<file path="config.mk">
export PLATFORM = sky130hd
export DESIGN_NAME = tx_redundant_framer_flat
export DESIGN_NICKNAME = d
export VERILOG_FILES = /design/src/rtl/tx_redundant_framer_if.sv /design/src/rtl/tx_redundant_framer.sv /design/src/flat_wrapper.sv
export SDC_FILE = /design/constraint.sdc
export NUM_CORES = 1
export LEC_CHECK = 0
export BUFFER_PORTS_ARGS = -buffer_cell sky130_fd_sc_hd__buf_4
export CAP_MARGIN = 40
export CORE_ASPECT_RATIO = 1.25
export CORE_MARGIN = 3
export CORE_UTILIZATION = 61
export CTS_CLUSTER_DIAMETER = 150
export CTS_CLUSTER_SIZE = 12
export DETAILED_ROUTE_END_ITERATION = 7
export PLACE_DENSITY = 0.91
export SLEW_MARGIN = 30
export SYNTH_ARGS = -nofsm -noshare
export SYNTH_HDL_FRONTEND = slang
export SYNTH_SLANG_ARGS = --single-unit
</file>
<file path="constraint.sdc">
create_clock -name clk125MHz -period 6.39 [get_ports clk125MHz]
set_input_delay 0.3195 -clock clk125MHz [delete_from_list [all_inputs] [get_ports clk125MHz]]
set_output_delay 0.3195 -clock clk125MHz [all_outputs]
set_load 0.01 [all_outputs]
</file>
<file path="src/rtl/tx_redundant_framer_if.sv">
// Interface bundle for tx_redundant_framer.
// Groups the start/status handshake, the frame-buffer read port and the
// GMII-style byte stream.
//   start       : one-cycle job request (controller -> framer)
//   redundancy  : replica count sampled with an accepted start
//   rd_seg      : segment index of the buffer read (framer -> buffer)
//   rd_idx      : byte index of the buffer read (framer -> buffer)
//   rd_data     : buffer byte, one cycle after rd_seg/rd_idx
//   tx_en       : frame byte valid
//   tx_data     : frame byte
//   busy        : job in progress
//   done        : one-cycle pulse at job completion
//   aux         : sequence byte carried by every frame of the current job
// Modport slave is the framer; modport master is the controller/buffer side.
interface tx_redundant_framer_if;
  logic        start;
  logic [7:0]  redundancy;
  logic [15:0] rd_seg;
  logic [15:0] rd_idx;
  logic [7:0]  rd_data;
  logic        tx_en;
  logic [7:0]  tx_data;
  logic        busy;
  logic        done;
  logic [7:0]  aux;

  modport master (
    output start, redundancy, rd_data,
    input  rd_seg, rd_idx, tx_en, tx_data, busy, done, aux
  );

  modport slave (
    input  start, redundancy, rd_data,
    output rd_seg, rd_idx, tx_en, tx_data, busy, done, aux
  );
endinterface

</file>
<file path="src/rtl/tx_redundant_framer.sv">
// Redundant transmit framer.
// On an accepted start, sends every segment (0..SEGMENT_NUM_MAX-1) once per
// replica id (1..R) as fixed-length byte frames. Four bytes at
// WHEREIS_SEGMENT_NUM carry seg[15:8], seg[7:0], id and aux; every other byte
// comes from the upstream frame buffer.
// Ports:
//   clk125MHz : single clock
//   reset     : synchronous, active-low
//   bus       : tx_redundant_framer_if.slave (start/redundancy in, buffer
//               read port, tx_en/tx_data stream, busy/done/aux status)
module tx_redundant_framer #(
  parameter int PACKET_SIZE         = 577,
  parameter int WHEREIS_SEGMENT_NUM = 34,
  parameter int SEGMENT_NUM_MAX     = 5,
  parameter int IFG                 = 10,
  parameter int ROUND_GAP           = 30
) (
  input  logic                 clk125MHz,
  input  logic                 reset,
  tx_redundant_framer_if.slave bus
);
  localparam int          DATA_W     = 8;
  localparam logic [15:0] LAST_BYTE  = 16'(PACKET_SIZE - 1);
  localparam logic [15:0] OFS_SEG_HI = 16'(WHEREIS_SEGMENT_NUM);
  localparam logic [15:0] OFS_SEG_LO = 16'(WHEREIS_SEGMENT_NUM + 1);
  localparam logic [15:0] OFS_ID     = 16'(WHEREIS_SEGMENT_NUM + 2);
  localparam logic [15:0] OFS_AUX    = 16'(WHEREIS_SEGMENT_NUM + 3);
  localparam logic [15:0] LAST_SEG   = 16'(SEGMENT_NUM_MAX - 1);
  localparam logic [7:0]  IFG_LAST   = 8'(IFG - 1);
  localparam logic [7:0]  RGAP_LAST  = 8'(ROUND_GAP - 1);

  typedef enum logic [2:0] {IDLE, FETCH, SEND, GAP, RGAP} state_t;

  // Field insertion: the four voting fields override the buffer byte.
  function automatic logic [DATA_W-1:0] frame_byte(
    input logic [15:0]       idx,
    input logic [15:0]       seg_num,
    input logic [7:0]        id_num,
    input logic [7:0]        aux_num,
    input logic [DATA_W-1:0] buf_byte
  );
    logic [DATA_W-1:0] b;
    b = buf_byte;
    if (idx == OFS_SEG_HI)      b = seg_num[15:8];
    else if (idx == OFS_SEG_LO) b = seg_num[7:0];
    else if (idx == OFS_ID)     b = id_num;
    else if (idx == OFS_AUX)    b = aux_num;
    return b;
  endfunction

  state_t            state, state_nxt;
  logic [15:0]       byte_cnt, byte_cnt_nxt;
  logic [7:0]        gap_cnt, gap_cnt_nxt;
  logic [15:0]       seg, seg_nxt;
  logic [7:0]        id, id_nxt;
  logic [7:0]        rep, rep_nxt;
  logic              fin, fin_nxt;
  logic              busy_q, busy_nxt;
  logic              done_q, done_nxt;
  logic [7:0]        aux_q, aux_nxt;
  logic [15:0]       rd_seg_c, rd_idx_c;
  logic              vld_p0, vld_p1;
  logic [DATA_W-1:0] data_p0, data_p1;

  always_comb begin
    state_nxt    = state;
    byte_cnt_nxt = byte_cnt;
    gap_cnt_nxt  = gap_cnt;
    seg_nxt      = seg;
    id_nxt       = id;
    rep_nxt      = rep;
    fin_nxt      = fin;
    busy_nxt     = busy_q;
    done_nxt     = 1'b0;
    aux_nxt      = aux_q;
    rd_seg_c     = '0;
    rd_idx_c     = '0;
    vld_p0       = 1'b0;
    data_p0      = '0;
    case (state)
      IDLE: begin
        // done_q blocks a start arriving in the completion cycle.
        if (bus.start && !done_q) begin
          rep_nxt   = (bus.redundancy == 8'd0) ? 8'd1 : bus.redundancy;
          id_nxt    = 8'd1;
          seg_nxt   = '0;
          fin_nxt   = 1'b0;
          busy_nxt  = 1'b1;
          state_nxt = FETCH;
        end
      end
      FETCH: begin
        // Prime the one-cycle buffer read with byte 0.
        rd_seg_c     = seg;
        rd_idx_c     = '0;
        byte_cnt_nxt = '0;
        state_nxt    = SEND;
      end
      SEND: begin
        // Address of byte i+1 goes out while byte i is emitted.
        rd_seg_c = seg;
        rd_idx_c = byte_cnt + 16'd1;
        vld_p0   = 1'b1;
        data_p0  = frame_byte(byte_cnt, seg, id, aux_q, bus.rd_data);
        if (byte_cnt == LAST_BYTE) begin
          gap_cnt_nxt = '0;
          if (seg < LAST_SEG) begin
            seg_nxt   = seg + 16'd1;
            state_nxt = GAP;
          end else if (id < rep) begin
            seg_nxt   = '0;
            id_nxt    = id + 8'd1;
            state_nxt = RGAP;
          end else begin
            fin_nxt   = 1'b1;
            state_nxt = RGAP;
          end
        end else begin
          byte_cnt_nxt = byte_cnt + 16'd1;
        end
      end
      GAP: begin
        if (gap_cnt == IFG_LAST) state_nxt = FETCH;
        else                     gap_cnt_nxt = gap_cnt + 8'd1;
      end
      RGAP: begin
        if (gap_cnt == RGAP_LAST) begin
          if (fin) begin
            state_nxt = IDLE;
            busy_nxt  = 1'b0;
            done_nxt  = 1'b1;
            aux_nxt   = aux_q + 8'd1;
          end else begin
            state_nxt = FETCH;
          end
        end else begin
          gap_cnt_nxt = gap_cnt + 8'd1;
        end
      end
      default: state_nxt = IDLE;
    endcase
  end

  // p0 -> p1: registered byte stream and status
  always_ff @(posedge clk125MHz) begin
    if (!reset) begin
      state    <= IDLE;
      byte_cnt <= '0;
      gap_cnt  <= '0;
      seg      <= '0;
      id       <= '0;
      fin      <= 1'b0;
      busy_q   <= 1'b0;
      done_q   <= 1'b0;
      aux_q    <= '0;
      vld_p1   <= 1'b0;
      data_p1  <= '0;
    end else begin
      state    <= state_nxt;
      byte_cnt <= byte_cnt_nxt;
      gap_cnt  <= gap_cnt_nxt;
      seg      <= seg_nxt;
      id       <= id_nxt;
      fin      <= fin_nxt;
      busy_q   <= busy_nxt;
      done_q   <= done_nxt;
      aux_q    <= aux_nxt;
      vld_p1   <= vld_p0;
      data_p1  <= data_p0;
    end
  end

  // Replica count is only consumed after it has been loaded by an accept.
  always_ff @(posedge clk125MHz) begin
    rep <= rep_nxt;
  end

  assign bus.rd_seg  = rd_seg_c;
  assign bus.rd_idx  = rd_idx_c;
  assign bus.tx_en   = vld_p1;
  assign bus.tx_data = data_p1;
  assign bus.busy    = busy_q;
  assign bus.done    = done_q;
  assign bus.aux     = aux_q;
endmodule

</file>
<file path="src/flat_wrapper.sv">
// flat-port wrapper written by rule: the top's interface ports become plain ports
module tx_redundant_framer_flat 
#(
  parameter int PACKET_SIZE         = 577,
  parameter int WHEREIS_SEGMENT_NUM = 34,
  parameter int SEGMENT_NUM_MAX     = 5,
  parameter int IFG                 = 10,
  parameter int ROUND_GAP           = 30
)
  (clk125MHz, reset, bus_start, bus_redundancy, bus_rd_data, bus_rd_seg, bus_rd_idx, bus_tx_en, bus_tx_data, bus_busy, bus_done, bus_aux);
  tx_redundant_framer_if bus_i ();
  input  logic clk125MHz;
  input  logic reset;
  input wire logic [$bits(bus_i.start)-1:0] bus_start;
  input wire logic [$bits(bus_i.redundancy)-1:0] bus_redundancy;
  input wire logic [$bits(bus_i.rd_data)-1:0] bus_rd_data;
  output wire logic [$bits(bus_i.rd_seg)-1:0] bus_rd_seg;
  output wire logic [$bits(bus_i.rd_idx)-1:0] bus_rd_idx;
  output wire logic [$bits(bus_i.tx_en)-1:0] bus_tx_en;
  output wire logic [$bits(bus_i.tx_data)-1:0] bus_tx_data;
  output wire logic [$bits(bus_i.busy)-1:0] bus_busy;
  output wire logic [$bits(bus_i.done)-1:0] bus_done;
  output wire logic [$bits(bus_i.aux)-1:0] bus_aux;
  assign bus_i.start = bus_start;
  assign bus_i.redundancy = bus_redundancy;
  assign bus_i.rd_data = bus_rd_data;
  assign bus_rd_seg = bus_i.rd_seg;
  assign bus_rd_idx = bus_i.rd_idx;
  assign bus_tx_en = bus_i.tx_en;
  assign bus_tx_data = bus_i.tx_data;
  assign bus_busy = bus_i.busy;
  assign bus_done = bus_i.done;
  assign bus_aux = bus_i.aux;
  tx_redundant_framer #(.PACKET_SIZE(PACKET_SIZE), .WHEREIS_SEGMENT_NUM(WHEREIS_SEGMENT_NUM), .SEGMENT_NUM_MAX(SEGMENT_NUM_MAX), .IFG(IFG), .ROUND_GAP(ROUND_GAP)) u_core (.clk125MHz(clk125MHz), .reset(reset), .bus(bus_i));
endmodule
</file>
* Yosys cells after proc, flatten, opt, wreduce, memory -nomap -nowiden
Cells that the tools add are included. W data, S select, Z words.
Operators by class: $add $sub $neg 5, $lt $le $gt $ge 2, equal/unequal tests 23, multiplexer cells 40, reductions and logical operators 20
Operator list (number):
- $mux W16 | 7
- $mux W8 | 11
- $eq A16 B6 Y1 const B | 4
- $pmux W16 S2 | 2
- $add A16 B1 Y16 const B | 2
- $add A8 B1 Y8 const B | 3
- $pmux W8 S3 | 1
- $eq A16 B10 Y1 const B | 1
- $lt A16 B3 Y1 const B | 1
- $pmux W8 S2 | 1
- $reduce_and A4 Y1 | 4
- $mux W3 | 5
- $pmux W3 S5 | 1
- $ne A2 B1 Y1 const B | 6
- $mux W1 | 10
- $ne A2 B2 Y1 const B | 5
- $reduce_and A5 Y1 | 2
- $eq A8 B4 Y1 const B | 1
- $eq A8 B5 Y1 const B | 1
- $logic_not A8 Y1 | 1
- $lt A8 B8 Y1 | 1
- $eq A3 B2 Y1 const B | 2
- $reduce_and A2 Y1 | 3
- $reduce_and A3 Y1 | 2
- 10 further kinds | 13
Word-level totals: flip-flop bits (word level) 79, bits of input ports 19, output and inout bits 51

* Logic depth before layout (Yosys ltp)
depth in word-level cells 5, mapped depth 10

* Least setup slack after synthesis
Ideal clock, no wire load.
path kind register to register, from reg u_core.id[2], to reg u_core.id[5], setup time 0.059 ns, arrival 2.178 ns, data required time 6.331 ns, path slack 4.152 ns, cell stages (with the launch flop) 8, clock period less this slack 2.238 ns, path through dfxtp_1 ha_1 a211oi_1 o21ai_0 a41oi_1 nand3_2 or4_1 nand2_1
Between the ends: cells in the longest elaborated chain, start to end 5, elaborated cells on any way between the ends 8
Ends and longest elaborated chain:
- from (decl) | line tx_redundant_framer.sv:55 | logic [7:0] id, id_nxt;
- from (signal assigned) | line tx_redundant_framer.sv:163 | id <= id_nxt;
- $add A8 B1 Y8 | line tx_redundant_framer.sv:112 | id_nxt = id + 8'd1;
- $mux W8 | line tx_redundant_framer.sv:110 | end else if (id < rep) begin
- $mux W8 | line tx_redundant_framer.sv:107 | if (seg < LAST_SEG) begin
- $mux W8 | line tx_redundant_framer.sv:105 | if (byte_cnt == LAST_BYTE) begin
- $pmux W8 S2 | line tx_redundant_framer.sv:80 | case (state)
Several ways; a longest one is shown, not always the timed one. The select of a mux whose other input is x is not followed. A chain may end at the register's enable or synchronous reset.

* Worst setup path after layout
from reg u_core.byte_cnt[0], to out bus_rd_idx[12]
Between the ends: cells in the longest elaborated chain, start to end 2
Ends and longest elaborated chain:
- from (decl) | line tx_redundant_framer.sv:52 | logic [15:0] byte_cnt, byte_cnt_nxt;
- from (signal assigned) | line tx_redundant_framer.sv:160 | byte_cnt <= byte_cnt_nxt;
- $add A16 B1 Y16 | line tx_redundant_framer.sv:102 | rd_idx_c = byte_cnt + 16'd1;
- $mux W16 | line tx_redundant_framer.sv:80
- to (decl) | line flat_wrapper.sv:18 | output wire logic [$bits(bus_i.rd_idx)-1:0] bus_rd_idx;
No other way between the ends.

==> summary.md <==
## CTS
• 0.08 ns — post-CTS clock slew at the launch and capture registers of the worst setup and hold paths
• yes — clock tree from TritonCTS
• 0 — Resized cells post-CTS
• 0.35 ns — worst skew pair latency
• 9 — Inserted Clock Buffers
• clkbuf_8 — master cell of the clock root buffer
• 3 — depth of the CTS H-tree
• 0 — number of setup buffers added after CTS
• 0 — hold-fix buffer count after cts
• 79 — Sinks on Clock Net
• 2 — Max clock buf depth

## Critical path
• register — nature of the critical path startpoint
• 6.07 ns — critical path required time
• 1 — critical path buffer and inverter count
• nor3_1 — critical-path cell with the highest stage delay
• 7 — crit path max fanout
• 0.45 ns — worst stage delay on the critical path
• ha_1, nand4_1, nor3_1, nand3_1, xor2_1, nor2_1, buf_4 — critical-path cell list
• 2.44 ns — arrival time reported for the critical path endpoint
• reg -> out — critical path type
• primary output — critical path capture point type
• simple AND/OR/NAND/NOR gates — kind of cell adding the most delay to the critical path

## Synthesis
• 0% — async set-or-reset flop fraction in the synthesized netlist
• 37.89% — proportion of synthesized chip area in sequential cells
• 79 — synthesis-stage register bit count
• 0 — total number of yosys warnings
• 0.004385 sq mm — cell area after technology mapping
• 8 — EDFF count, synth
• 535 — number of nets in the synthesized netlist
• 500 — cells after synthesis
• 8.771 sq um — average instance area after synthesis
• dfxtp_1 — Most used DFF post-synth
• 65 — Netlist cell types

## Power
• 264.0 mW/mm^2 — Cell Pwr Density
• 28.4% — proportion of power drawn by the clock network
• 0.1655 mV — peak ir drop on the vdd network
• 28.1% — combinational share of power
• 35.72% — switching share of power
• 43.5% — register share of total power
• 1346 uW — total power
• 0.002077 uW — static leakage power
• 480.9 uW — total net switching power
• 865.6 uW — cell internal pwr

## Detailed routing
• 6.095 — per-cell via count in the routed design
• 5 — first-pass iteration count of the detailed router
• met4 — top layer in use
• 16.32 microns — routed length per instance
• 689 microns — met3 layer wire length in the routed design
• 10,510 microns — detailed-route wire length
• 5299 microns — routed wire length on met2
• 4361 microns — detailed-routing wirelength on met1
• 3,925 — vias
• 0 — Antenna Nets Post-Route
• 0 — Residual DRC
• 323 — drt first-iter violations

## Finish
• 0 — total inserted antenna cells
• 588 — final net count
• 20.83% — share of layout cells above drive strength 1
• 16.32% — Area Overhead vs Synth

## Floorplanning
• 0.006771 sq mm — placeable core region
• 70 — Boundary Pins
• 100.8 microns — floorplan die height
• 64.76% — initial core utilization
• 81.84 microns — Chip Width
• 0.008249 sq mm — die area
• 33 — standard-cell row count

## Timing
• 2.758 ns — clock period minus final worst setup slack
• 49.00% — Slew Limit Headroom
• 3.632 ns — setup slack after layout
• 0 ns — total negative slack for setup checks
• 0 — Finish-stage setup viols
• 0 — Max Slew Vio Count
• 0.7631 ns — measured slew at the worst slew-check pin
• 0.007474 ns — Clock Skews
• false — RSZ-0062 raised after global routing
• 0.3626 GHz — Max Fclk
• 0 — hold violation count in the final report
• 43.15% — final worst-path cycle share

## Global routing
• 3,729 — number of global-route vias before repair
• 0 — number of antenna violations at the first check in global routing
• 27.13% — global-route usage over all layers
• 0 — total global routing overflow
• 17,590 microns — global-route wire length before repair
• 39 — pin count of the biggest net entering global routing

## Flow run
• 0 — number of violations of the max-capacitance limit

## Run status
• finished, final reports clean — status

## Place
• 0.9176 — global placer's final weighted congestion
• 7626 microns — placed wire-length estimate after detailed placement
• 3.842 ns — placement-stage worst setup slack
• 69 — input/output buffers

## Hold path
• in -> reg — path class of the lowest-slack min-delay path

-- synthesized netlist by cell type, types with 3 or more instances --
cell      count  area [sq um]
a211oi_2      8         100.1
a21boi_0      5         37.54
a21boi_1      4         30.03
a21oi_1      18         90.09
a31oi_1       5         31.28
a41oi_1       4         35.03
and2_1       33         206.5
and3_1       10         62.56
buf_2         6         30.03
clkbuf_1     17         63.81
dfxtp_1      71          1421
edfxtp_1      8         240.2
ha_1         16         200.2
inv_1        19         71.32
mux2i_1       9         90.09
nand2_1      36         135.1
nand2b_1      3         18.77
nand3_1      19         95.09
nand4_1      11         68.82
nor2_1       62         232.7
nor2b_1       8         50.05
nor3_1        8         40.04
nor3b_1       3         22.52
nor4_1        6         37.54
o21a_1        7         52.55
o21ai_0      18         90.09
o221ai_1      8         70.07
o31ai_1       5         37.54
or3_1         5         31.28
xnor2_1      15         131.4
xor2_1       11         96.34
-- layout by cell type (no fill, tap or decap), types with 3 or more instances in the layout --
master,netlist,final
o21ai_0,18,18
nand2b_1,3,3
nand2_1,36,36
clkbuf_8,0,9
a21oi_1,18,17
nor2b_1,8,8
a21boi_1,4,4
nor3_1,8,8
and3_1,10,10
mux2i_1,9,9
a41oi_1,4,4
o21a_1,7,7
nand3_1,19,19
and2_1,33,33
xor2_1,11,11
a31oi_1,5,5
nor4_1,6,6
nor3b_1,3,3
nor2_1,62,62
o221ai_1,8,8
dfxtp_1,71,71
nand4_1,11,11
ha_1,16,16
a21boi_0,5,5
xnor2_1,15,15
buf_4,1,69
or3_1,5,5
a211oi_2,8,8
edfxtp_1,8,8
o31ai_1,5,5
inv_1,19,19
-- final timing paths --
check	cells past startpoint	start	endpoint	slack [ns]
hold reg to reg	1	u_core.seg[14]	u_core.seg[14]	0.52
setup / recovery	7	u_core.byte_cnt[0]	bus_rd_idx[12]	3.63
setup reg to reg	7	u_core.id[2]	u_core.id[5]	3.81
hold / removal	1	bus_redundancy[5]	u_core.rep[5]	0.15
-- cell type report --
| type | count | area [sq um] |
|---|---|---|
| timing repair buffer | 69 | 518.0 |
| sequential | 79 | 1662 |
| fill | 517 | 1670 |
| clock inverter | 5 | 56.30 |
| tap | 87 | 108.9 |
| inverter | 19 | 71.32 |
| multi-input combinational | 375 | 2536 |
| clock buffer | 10 | 148.9 |
-- worst reg2reg max path, stage by stage, from the launching register on --
cell      delay, ns
dfxtp_1        0.43
ha_1           0.29
a211oi_1       0.23
o21ai_0        0.12
a41oi_1        0.62
nand3_2        0.24
or4_1          0.54
nand2_1        0.06
-- cells by family (layout without fill, tap and decap cells) --
| kind of cell | Yosys count | after routing | synth area share (%) |
|---|---|---|---|
| xor+xnor | 26 | 26 | 5.193 |
| simple gates | 225 | 225 | 28.59 |
| compound gates | 99 | 99 | 17.35 |
| buf+inv | 46 | 103 | 4.365 |
| flops | 79 | 79 | 37.89 |
| fa+ha+maj | 16 | 16 | 4.565 |
| mux | 9 | 9 | 2.054 |
-- power groups by stage --
stage               Combinational (uW)  Clock (uW)  Sequential [uW]
global placement                   356           0              591
CTS                                374         383              584
finish                             378         383              585
detailed placement                 368           0              596
global route                       420         403              591
floorplan                          296           0              579
-- metrics by stage --
| step | hold slack [ns] | cell area, sq um | util [%] | cells |
|---|---|---|---|---|
| after global routing | 0.1424 | 5101 | 75.33 | 644 |
| after floorplan | 0.4608 | 4385 | - | 500 |
| after CTS | 0.1437 | 5101 | 75.33 | 644 |
| final | 0.1524 | 5101 | 75.33 | 644 |
| after detailed placement | 0.5058 | 4896 | 72.30 | 629 |
| after global placement | 0.4789 | 4892 | 72.25 | 629 |
-- registers in the layout, indices dropped and copies added (netlist names) --
| register | cells |
|---|---|
| u_core.bus.tx_data | 8 |
| u_core.bus.tx_en | 1 |
| u_core.seg | 16 |
| u_core.gap_cnt | 8 |
| u_core.bus.aux | 8 |
| u_core.state | 3 |
| u_core.bus.busy | 1 |
| u_core.bus.done | 1 |
| u_core.id | 8 |
| u_core.byte_cnt | 16 |
| u_core.rep | 8 |
| u_core.fin | 1 |
-- per-layer routing --
| metal | GRT usage (%) | vias to the layer above |
|---|---|---|
| met1 | 33.58 | 1884 |
| li1 | - | 1865 |
| met4 | 10.23 | 0 |
| met2 | 46.11 | 161 |
| met5 | 0 | - |
| met3 | 5.098 | 15 |
Power figures use the tool's default switching activity.
